===== src/rtl/timer_entry.sv =====
// Keypad MM:SS entry buffer and load/run controller for the countdown chain.
// Digits shift in from the right; start validates, strobes loadn for one cycle, then enables counting.
module timer_entry #(
  parameter int MAX_SEC_TENS = 5
) (
  input  logic       clk,
  input  logic       clearn,
  input  logic       key_valid,
  input  logic [3:0] key,
  input  logic       start,
  input  logic       cancel,
  input  logic       timer_zero,
  output logic [3:0] min_tens,
  output logic [3:0] min_units,
  output logic [3:0] sec_tens,
  output logic [3:0] sec_units,
  output logic       loadn,
  output logic       en,
  output logic       done,
  output logic       err,
  output logic [1:0] state
);

  typedef enum logic [1:0] {
    ST_IDLE = 2'd0,
    ST_LOAD = 2'd1,
    ST_RUN  = 2'd2,
    ST_DONE = 2'd3
  } state_e;

  localparam logic [3:0] MaxSecTens = 4'(MAX_SEC_TENS);

  state_e     state_q, state_d;
  // Index 0 is min_tens, index 3 is sec_units (newest digit).
  logic [3:0] dig_q [4];
  logic [3:0] dig_d [4];
  logic       loadn_q;
  logic       done_q;
  logic       err_q, err_d;
  logic       entry_zero;
  logic       entry_bad;
  logic       key_ok;

  assign entry_zero = (dig_q[0] == 4'd0) && (dig_q[1] == 4'd0) &&
                      (dig_q[2] == 4'd0) && (dig_q[3] == 4'd0);
  assign entry_bad  = entry_zero || (dig_q[2] > MaxSecTens);
  assign key_ok     = (key <= 4'd9);

  always_comb begin
    state_d = state_q;
    err_d   = 1'b0;
    for (int i = 0; i < 4; i++) dig_d[i] = dig_q[i];

    if (cancel) begin
      state_d = ST_IDLE;
      for (int i = 0; i < 4; i++) dig_d[i] = 4'd0;
    end else begin
      unique case (state_q)
        ST_IDLE: begin
          // start wins over a coincident key; validation uses the pre-shift buffer
          if (start) begin
            if (entry_bad) err_d = 1'b1;
            else           state_d = ST_LOAD;
          end else if (key_valid) begin
            if (key_ok) begin
              for (int i = 0; i < 3; i++) dig_d[i] = dig_q[i+1];
              dig_d[3] = key;
            end else begin
              err_d = 1'b1;
            end
          end
        end
        ST_LOAD: state_d = ST_RUN;
        ST_RUN: begin
          if (timer_zero) state_d = ST_DONE;
        end
        ST_DONE: begin
          // The kept entry was already validated, so a restart reloads it directly.
          if (start) begin
            state_d = ST_LOAD;
          end else if (key_valid) begin
            if (key_ok) begin
              for (int i = 0; i < 3; i++) dig_d[i] = 4'd0;
              dig_d[3] = key;
              state_d  = ST_IDLE;
            end else begin
              err_d = 1'b1;
            end
          end
        end
        default: state_d = ST_IDLE;
      endcase
    end
  end

  always_ff @(posedge clk or negedge clearn) begin
    if (!clearn) begin
      state_q <= ST_IDLE;
      loadn_q <= 1'b1;
      done_q  <= 1'b0;
      err_q   <= 1'b0;
    end else begin
      state_q <= state_d;
      loadn_q <= (state_d != ST_LOAD);
      done_q  <= (state_d == ST_DONE);
      err_q   <= err_d;
    end
  end

  genvar gi;
  generate
    for (gi = 0; gi < 4; gi++) begin : g_dig
      always_ff @(posedge clk or negedge clearn) begin
        if (!clearn) dig_q[gi] <= 4'd0;
        else         dig_q[gi] <= dig_d[gi];
      end
    end
  endgenerate

  assign min_tens  = dig_q[0];
  assign min_units = dig_q[1];
  assign sec_tens  = dig_q[2];
  assign sec_units = dig_q[3];
  assign loadn     = loadn_q;
  assign done      = done_q;
  assign err       = err_q;
  assign state     = state_q;
  // Combinational so the chain stops in the same cycle zero is reported or reset falls.
  assign en        = (state_q == ST_RUN) && !timer_zero;

endmodule


===== config.mk =====
export PLATFORM = sky130hd
export DESIGN_NAME = timer_entry
export DESIGN_NICKNAME = d
export VERILOG_FILES = /design/src/rtl/timer_entry.sv
export SDC_FILE = /design/constraint.sdc
export NUM_CORES = 1
export LEC_CHECK = 0
export ABC_AREA = 0
export CAP_MARGIN = 20
export CORE_ASPECT_RATIO = 0.7
export CORE_UTILIZATION = 30
export DETAILED_ROUTE_END_ITERATION = 6
export SKIP_CTS_REPAIR_TIMING = 1
export SLEW_MARGIN = 20
export SYNTH_ARGS = -nofsm -noshare
export SYNTH_HDL_FRONTEND = slang
export SYNTH_SLANG_ARGS = --single-unit

===== constraint.sdc =====
create_clock -name clk -period 3.3 [get_ports clk]
set_input_delay 0.99 -clock clk [delete_from_list [all_inputs] [get_ports clk]]
set_output_delay 0.99 -clock clk [all_outputs]
set_load 0.02 [all_outputs]

==> results of run 1 <==
-- worst max-delay path, cell delays in order --
cell and delay (ns):
clkdlybuf4s50_1 0.42, nor2_1 0.10, clkdlybuf4s50_1 0.60
-- flip-flops by register name (all words and copies together), names as in the netlist --
register / flops
sec_tens: 4
min_units: 4
state: 2
err: 1
sec_units: 4
loadn: 1
done: 1
min_tens: 4
-- routing by layer --
metal / vias up / part of all wire [%]
met2: 22 / 40
met5: - / 0
met4: 0 / 0
met3: 0 / 5.0
li1: 405 / -
met1: 398 / 54
-- synthesized netlist by cell type (2+ instances only) --
library cell and number:
nor2_1 3, nand2b_1 2, buf_2 2, dfrtp_1 20, o21ai_0 3, a22o_1 16
inv_1 8, nor4_1 4, ha_1 3, a2111oi_2 2, a31oi_1 2, a211oi_1 2
o21a_1 2, a21oi_1 2
-- layout by cell type (no fill, tap or decap), types with 3 or more instances in the layout --
| cell type | instances |
|---|---|
| ha_1 | 3 |
| nor4_1 | 4 |
| clkdlybuf4s50_1 | 31 |
| dfrtp_1 | 20 |
| inv_1 | 8 |
| clkbuf_8 | 3 |
| a22o_1 | 16 |
| o21ai_0 | 3 |
| nor2_1 | 3 |
-- cells by family (layout without fill, tap and decap cells) --
logic type	count (synthesis)	after routing	synth area share, %
AOI/OAI and AO/OA	35	35	28.76
adders and majority gates	3	3	3.704
buffers and inverters	11	44	5.062
DFF	21	21	51.98
and+or+nand+nor	17	17	10.49
-- cell type report --
| class | instances | area (um2) |
|---|---|---|
| clock buffers | 3 | 41.29 |
| clock inverters | 1 | 5.005 |
| fillers | 303 | 1787 |
| inverters | 8 | 30.03 |
| multi-input cells | 55 | 435.4 |
| flip-flops and latches | 21 | 526.8 |
| well taps | 38 | 47.55 |
| repair buffers | 32 | 317.8 |
-- where the power goes --
group          switching [W]  internal, W  total [W]
combinational       0.000159     0.000125   0.000285
clock              0.0000789    0.0000839   0.000163
sequential         0.0000283     0.000287   0.000315
-- worst paths after layout --
path	slack (ns)	endpoint	depth (start not counted)	from
worst max-delay path	0.20	en	3	timer_zero
worst max register to register	1.36	sec_tens[1]	5	state[0]
worst min-delay path	0.54	min_tens[3]	1	min_tens[3]
min in group asynchronous	1.24	min_units[1]	1	clearn
max in group asynchronous	1.52	sec_tens[1]	1	clearn
worst min register to register	0.54	min_tens[3]	1	min_tens[3]
-- metrics by stage --
step	power, W	area (um2)	setup slack [ns]	hold slack [ns]	instances
6_report	0.0007623	1404	0.2009	0.5432	158
5_1_grt	0.0008111	1404	0.1708	0.5649	158
4_1_cts	0.0007674	1404	0.1942	0.5475	158
3_5_place_dp	0.0006046	1358	0.1976	0.5310	154
3_3_place_gp	0.0006041	1358	0.1992	0.5186	154
2_1_floorplan	0.0004932	1013	1.027	0.6465	87
==> impl_metrics.tcl, run 1 <==
set metrics [dict create \
    drv_slew 0 \
    gp_congestion 0.8602 \
    top_usage_layer "met1" \
    syn_nets 100 \
    die_x_um 71.47 \
    rsz0062_at_grt "false" \
    num_rows 17 \
    numCtsBuffers 3 \
    drtIter0Drc 49 \
    cap_violations 0 \
    ir_drop_v 0.0001769 \
    grt_use_total_pct 13.99 \
    antenna_cells 0 \
    clk_latency_ns 0.25 \
    synth-main-ff-cell "dfrtp_1" \
    drc_errors 0 \
    setup_violations 0 \
    max_slew_margin_pct 40.37 \
    synth-edff-count 0 \
    tns_ns 0 \
    clock_path_buffers 2 \
    drt-total-wl_um 2356 \
    worst_pin_slew_ns 0.8917 \
    layout-drive-gt1-share_pct 10.00 \
    clkSlewWorstSetupHoldPaths_ns 0.07 \
    period_share_pct 93.91 \
    arrival_ns 2.11 \
    yosys_warnings 0 \
    finClkSkew_ns 0.001595 \
    die-area_um2 3619 \
    port_buffers 31 \
    root_buffer "clkbuf_8" \
    grt_max_degree 22 \
    clock_sinks 21 \
    p_per_area_nw_per_um2 543.0 \
    max_clock_freq_ghz 0.3227 \
    synth_seq_cells 21 \
    grt_pass1_wl_um 3753 \
    grt_overflow 0 \
    final_hold_viol_count 0 \
    design.core.area_um2 3191 \
    yosysUniqueCellTypes 30 \
    critPathLaunchType "input pin" \
    syn_inst 87 \
    ios 32 \
    fin_nets 134 \
    period_needed_ns 3.099 \
    synth_area_um2 1013 \
    syn_to_final_growth_pct 38.52 \
    async_flop_share_pct 100.0 \
    die_y_um 50.63 \
    antenna_found_initial 0 \
    vias_per_cell 5.222 \
    vias 825 \
    gr-usage-met2_pct 17.30 \
    status "finished, final reports clean" \
    yosysSeqAreaShare_pct 51.98 \
    grt_pass1_vias 732 \
    synthDominantCellAreaShare_pct 49.38 \
    antenna_left 0 \
    fin_util_pct 44.00 \
    grt_use_met3_pct 4.819 \
    tritoncts "built" \
    avgSynthCellArea_um2 11.65 \
    required_ns 2.31 \
    met1_usage_pct 23.18 \
    synthTopCellsByArea "dfrtp_1, a22o_1, ha_1" \
    yosysTopAreaCell "dfrtp_1" \
    start_util_pct 31.76 \
    hold_class "reg -> reg" \
    wl_per_cell_um 14.91 \
    crit_fanout 2 \
    end_kind "output port" \
    dr.pass1.iters 4 \
    leakagePower_nw 0.6091 \
    dp_hpwl_um 1820 \
    criticalPathCategory "in -> out" \
    htreeDepth 1 \
]
Note: power is estimated with default switching activity, not from simulation.
==> inputs of run 2 (changes only) <==
--- a/config.mk
+++ b/config.mk
@@ -8,9 +8,12 @@
 export ABC_AREA = 0
 export CAP_MARGIN = 20
 export CORE_ASPECT_RATIO = 0.7
-export CORE_UTILIZATION = 30
+export CORE_UTILIZATION = 48
 export DETAILED_ROUTE_END_ITERATION = 6
+export MAX_ROUTING_LAYER = met4
+export PLACE_DENSITY = 0.82
 export SKIP_CTS_REPAIR_TIMING = 1
+export SKIP_LAST_GASP = 1
 export SLEW_MARGIN = 20
 export SYNTH_ARGS = -nofsm -noshare
 export SYNTH_HDL_FRONTEND = slang
==> run 2 against run 1 <==
Net effect: the run now ends with design-rule violations left; non-clock buffer count stayed put; clock-buffer cell count stayed put; worst hold slack better by 0.0084 ns; flip-flop and latch count stayed put; via count is 1.6% higher; first-iteration DRC count is 43% lower; clock power is 26% lower; routed wire length is 5.7% lower; sequential share of layout area is 1.1 points higher; critical endpoint unchanged.
==> impl_metrics.tcl, run 2 (synthesized netlist as in run 1, its figures left out) <==
set metrics [dict create \
    period_needed_ns 3.114 \
    worst_pin_slew_ns 0.8648 \
    antenna_left 0 \
    antenna_found_initial 0 \
    drt-total-wl_um 2222 \
    numCtsBuffers 3 \
    max_clock_freq_ghz 0.3211 \
    p_sw_share_pct 36.36 \
    p_int_w 0.0004571 \
    cp_slowest_stage_delay_ns 0.60 \
    htreeDepth 1 \
    leakagePower_nw 0.6014 \
    tns_ns 0 \
    gp_congestion 0.8680 \
    setup_violations 0 \
    crit_top_cell "clkdlybuf4s50_1" \
    hold_class "reg -> reg" \
    end_kind "output port" \
    start_util_pct 52.80 \
    criticalPathCategory "in -> out" \
    rsz0062_at_grt "false" \
    clkSlewWorstSetupHoldPaths_ns 0.12 \
    status "complete, but fails checks" \
    max_slew_margin_pct 42.16 \
    layout-drive-gt1-share_pct 10.00 \
    port_buffers 31 \
    grt_pass1_wl_um 3463 \
    grt_max_degree 22 \
    critical_path.slowest_cell "clkdlybuf4s50_1" \
    vias 838 \
    root_buffer "clkbuf_4" \
    layout_commonest_cell "clkdlybuf4s50_1" \
    post_dp_cell_area_um2 1338 \
    die_x_um 56.92 \
    p_per_area_nw_per_um2 526.2 \
    fin_area_um2 1365 \
    dr.pass1.iters 6 \
    design.core.area_um2 1919 \
    syn_to_final_growth_pct 34.69 \
    ios 32 \
    critPathTopFamily "buffers and inverters" \
    violations "design-rule violations" \
    die_y_um 40.45 \
    ir_drop_v 0.0003403 \
    drtIter0Drc 28 \
    clock_sinks 21 \
    cp_num_buf_inv 2 \
    clkPwrFrac_pct 16.8 \
    drc_errors 4 \
    layout_common_cells "clkdlybuf4s50_1, dfrtp_1, a22o_1, inv_1, nor4_1" \
    dp_hpwl_um 1712 \
    drv_slew 0 \
    grt_use_total_pct 22.19 \
    fillers 151 \
    final_hold_viol_count 0 \
    grt_pass1_vias 679 \
    finClkSkew_ns 0.006851 \
    period_share_pct 94.37 \
    antenna_cells 0 \
    p_seq_share_pct 43.3 \
    required_ns 2.31 \
    wl_per_cell_um 15.65 \
    vias_per_cell 5.901 \
    grt_overflow 0 \
    pwr-share-comb_pct 39.9 \
    switchingPower_w 0.0002612 \
    clk_latency_ns 0.30 \
    die-area_um2 2302 \
    cap_violations 0 \
    fin_nets 134 \
    crit_fanout 2 \
    tritoncts "built" \
    arrival_ns 2.12 \
    clock_path_buffers 2 \
    critPathLaunchType "input pin" \
    num_rows 13 \
    path_cells "clkdlybuf4s50_1 -> nor2_1 -> clkdlybuf4s50_1" \
]
[run 2: final cells by class]
cell class | count | area [um2] | share of cell area, %
inverters | 8 | 30.03 | 2.200
repair buffers | 32 | 317.8 | 23.28
clock inverters | 1 | 5.005 | 0.3666
flip-flops and latches | 21 | 526.8 | 38.59
well taps | 22 | 27.53 | 2.016
clock buffers | 3 | 22.52 | 1.650
multi-input cells | 55 | 435.4 | 31.90
[run 2: final timing paths]
check / from / end / slack (ns) / cells after the start
worst max register to register: state[0] / sec_units[2] / 1.43 / 5
min in group asynchronous: clearn / min_tens[1] / 1.17 / 1
worst min register to register: min_tens[3] / min_tens[3] / 0.55 / 1
worst max-delay path: timer_zero / en / 0.19 / 3
worst min-delay path: min_tens[3] / min_tens[3] / 0.55 / 1
max in group asynchronous: clearn / sec_units[3] / 1.60 / 1
[run 2: through the flow]
| stage | std cells | util, % | hold WS [ns] | total power (W) | setup WS [ns] |
|---|---|---|---|---|---|
| after floorplan | 87 | - | 0.6465 | 0.0004932 | 1.027 |
| after global placement | 138 | 69.69 | 0.5176 | 0.0005925 | 0.1990 |
| after detailed placement | 138 | 69.69 | 0.5322 | 0.0006013 | 0.1822 |
| after CTS | 142 | 71.12 | 0.5586 | 0.0007177 | 0.1822 |
| after global routing | 142 | 71.12 | 0.5767 | 0.0007654 | 0.1283 |
| final | 142 | 71.12 | 0.5516 | 0.0007184 | 0.1859 |
[run 2: layer usage]
| metal | track usage, % | vias up | part of all wire [%] |
|---|---|---|---|
| li1 | - | 408 | - |
| met1 | 31.27 | 401 | 50 |
| met2 | 32.35 | 27 | 44 |
| met3 | 6.129 | 2 | 5.6 |
| met4 | 3.659 | 0 | 0.54 |
| met5 | - | - | 0 |
[run 2: power groups by stage]
| stage | Combinational (W) | Clock, W | Sequential, W |
|---|---|---|---|
| 2_1_floorplan | 0.000147 | 0 | 0.000346 |
| 3_3_place_gp | 0.000277 | 0 | 0.000315 |
| 3_5_place_dp | 0.000286 | 0 | 0.000315 |
| 4_1_cts | 0.000286 | 0.000121 | 0.000311 |
| 5_1_grt | 0.000314 | 0.000135 | 0.000316 |
| 6_report | 0.000287 | 0.000121 | 0.000311 |
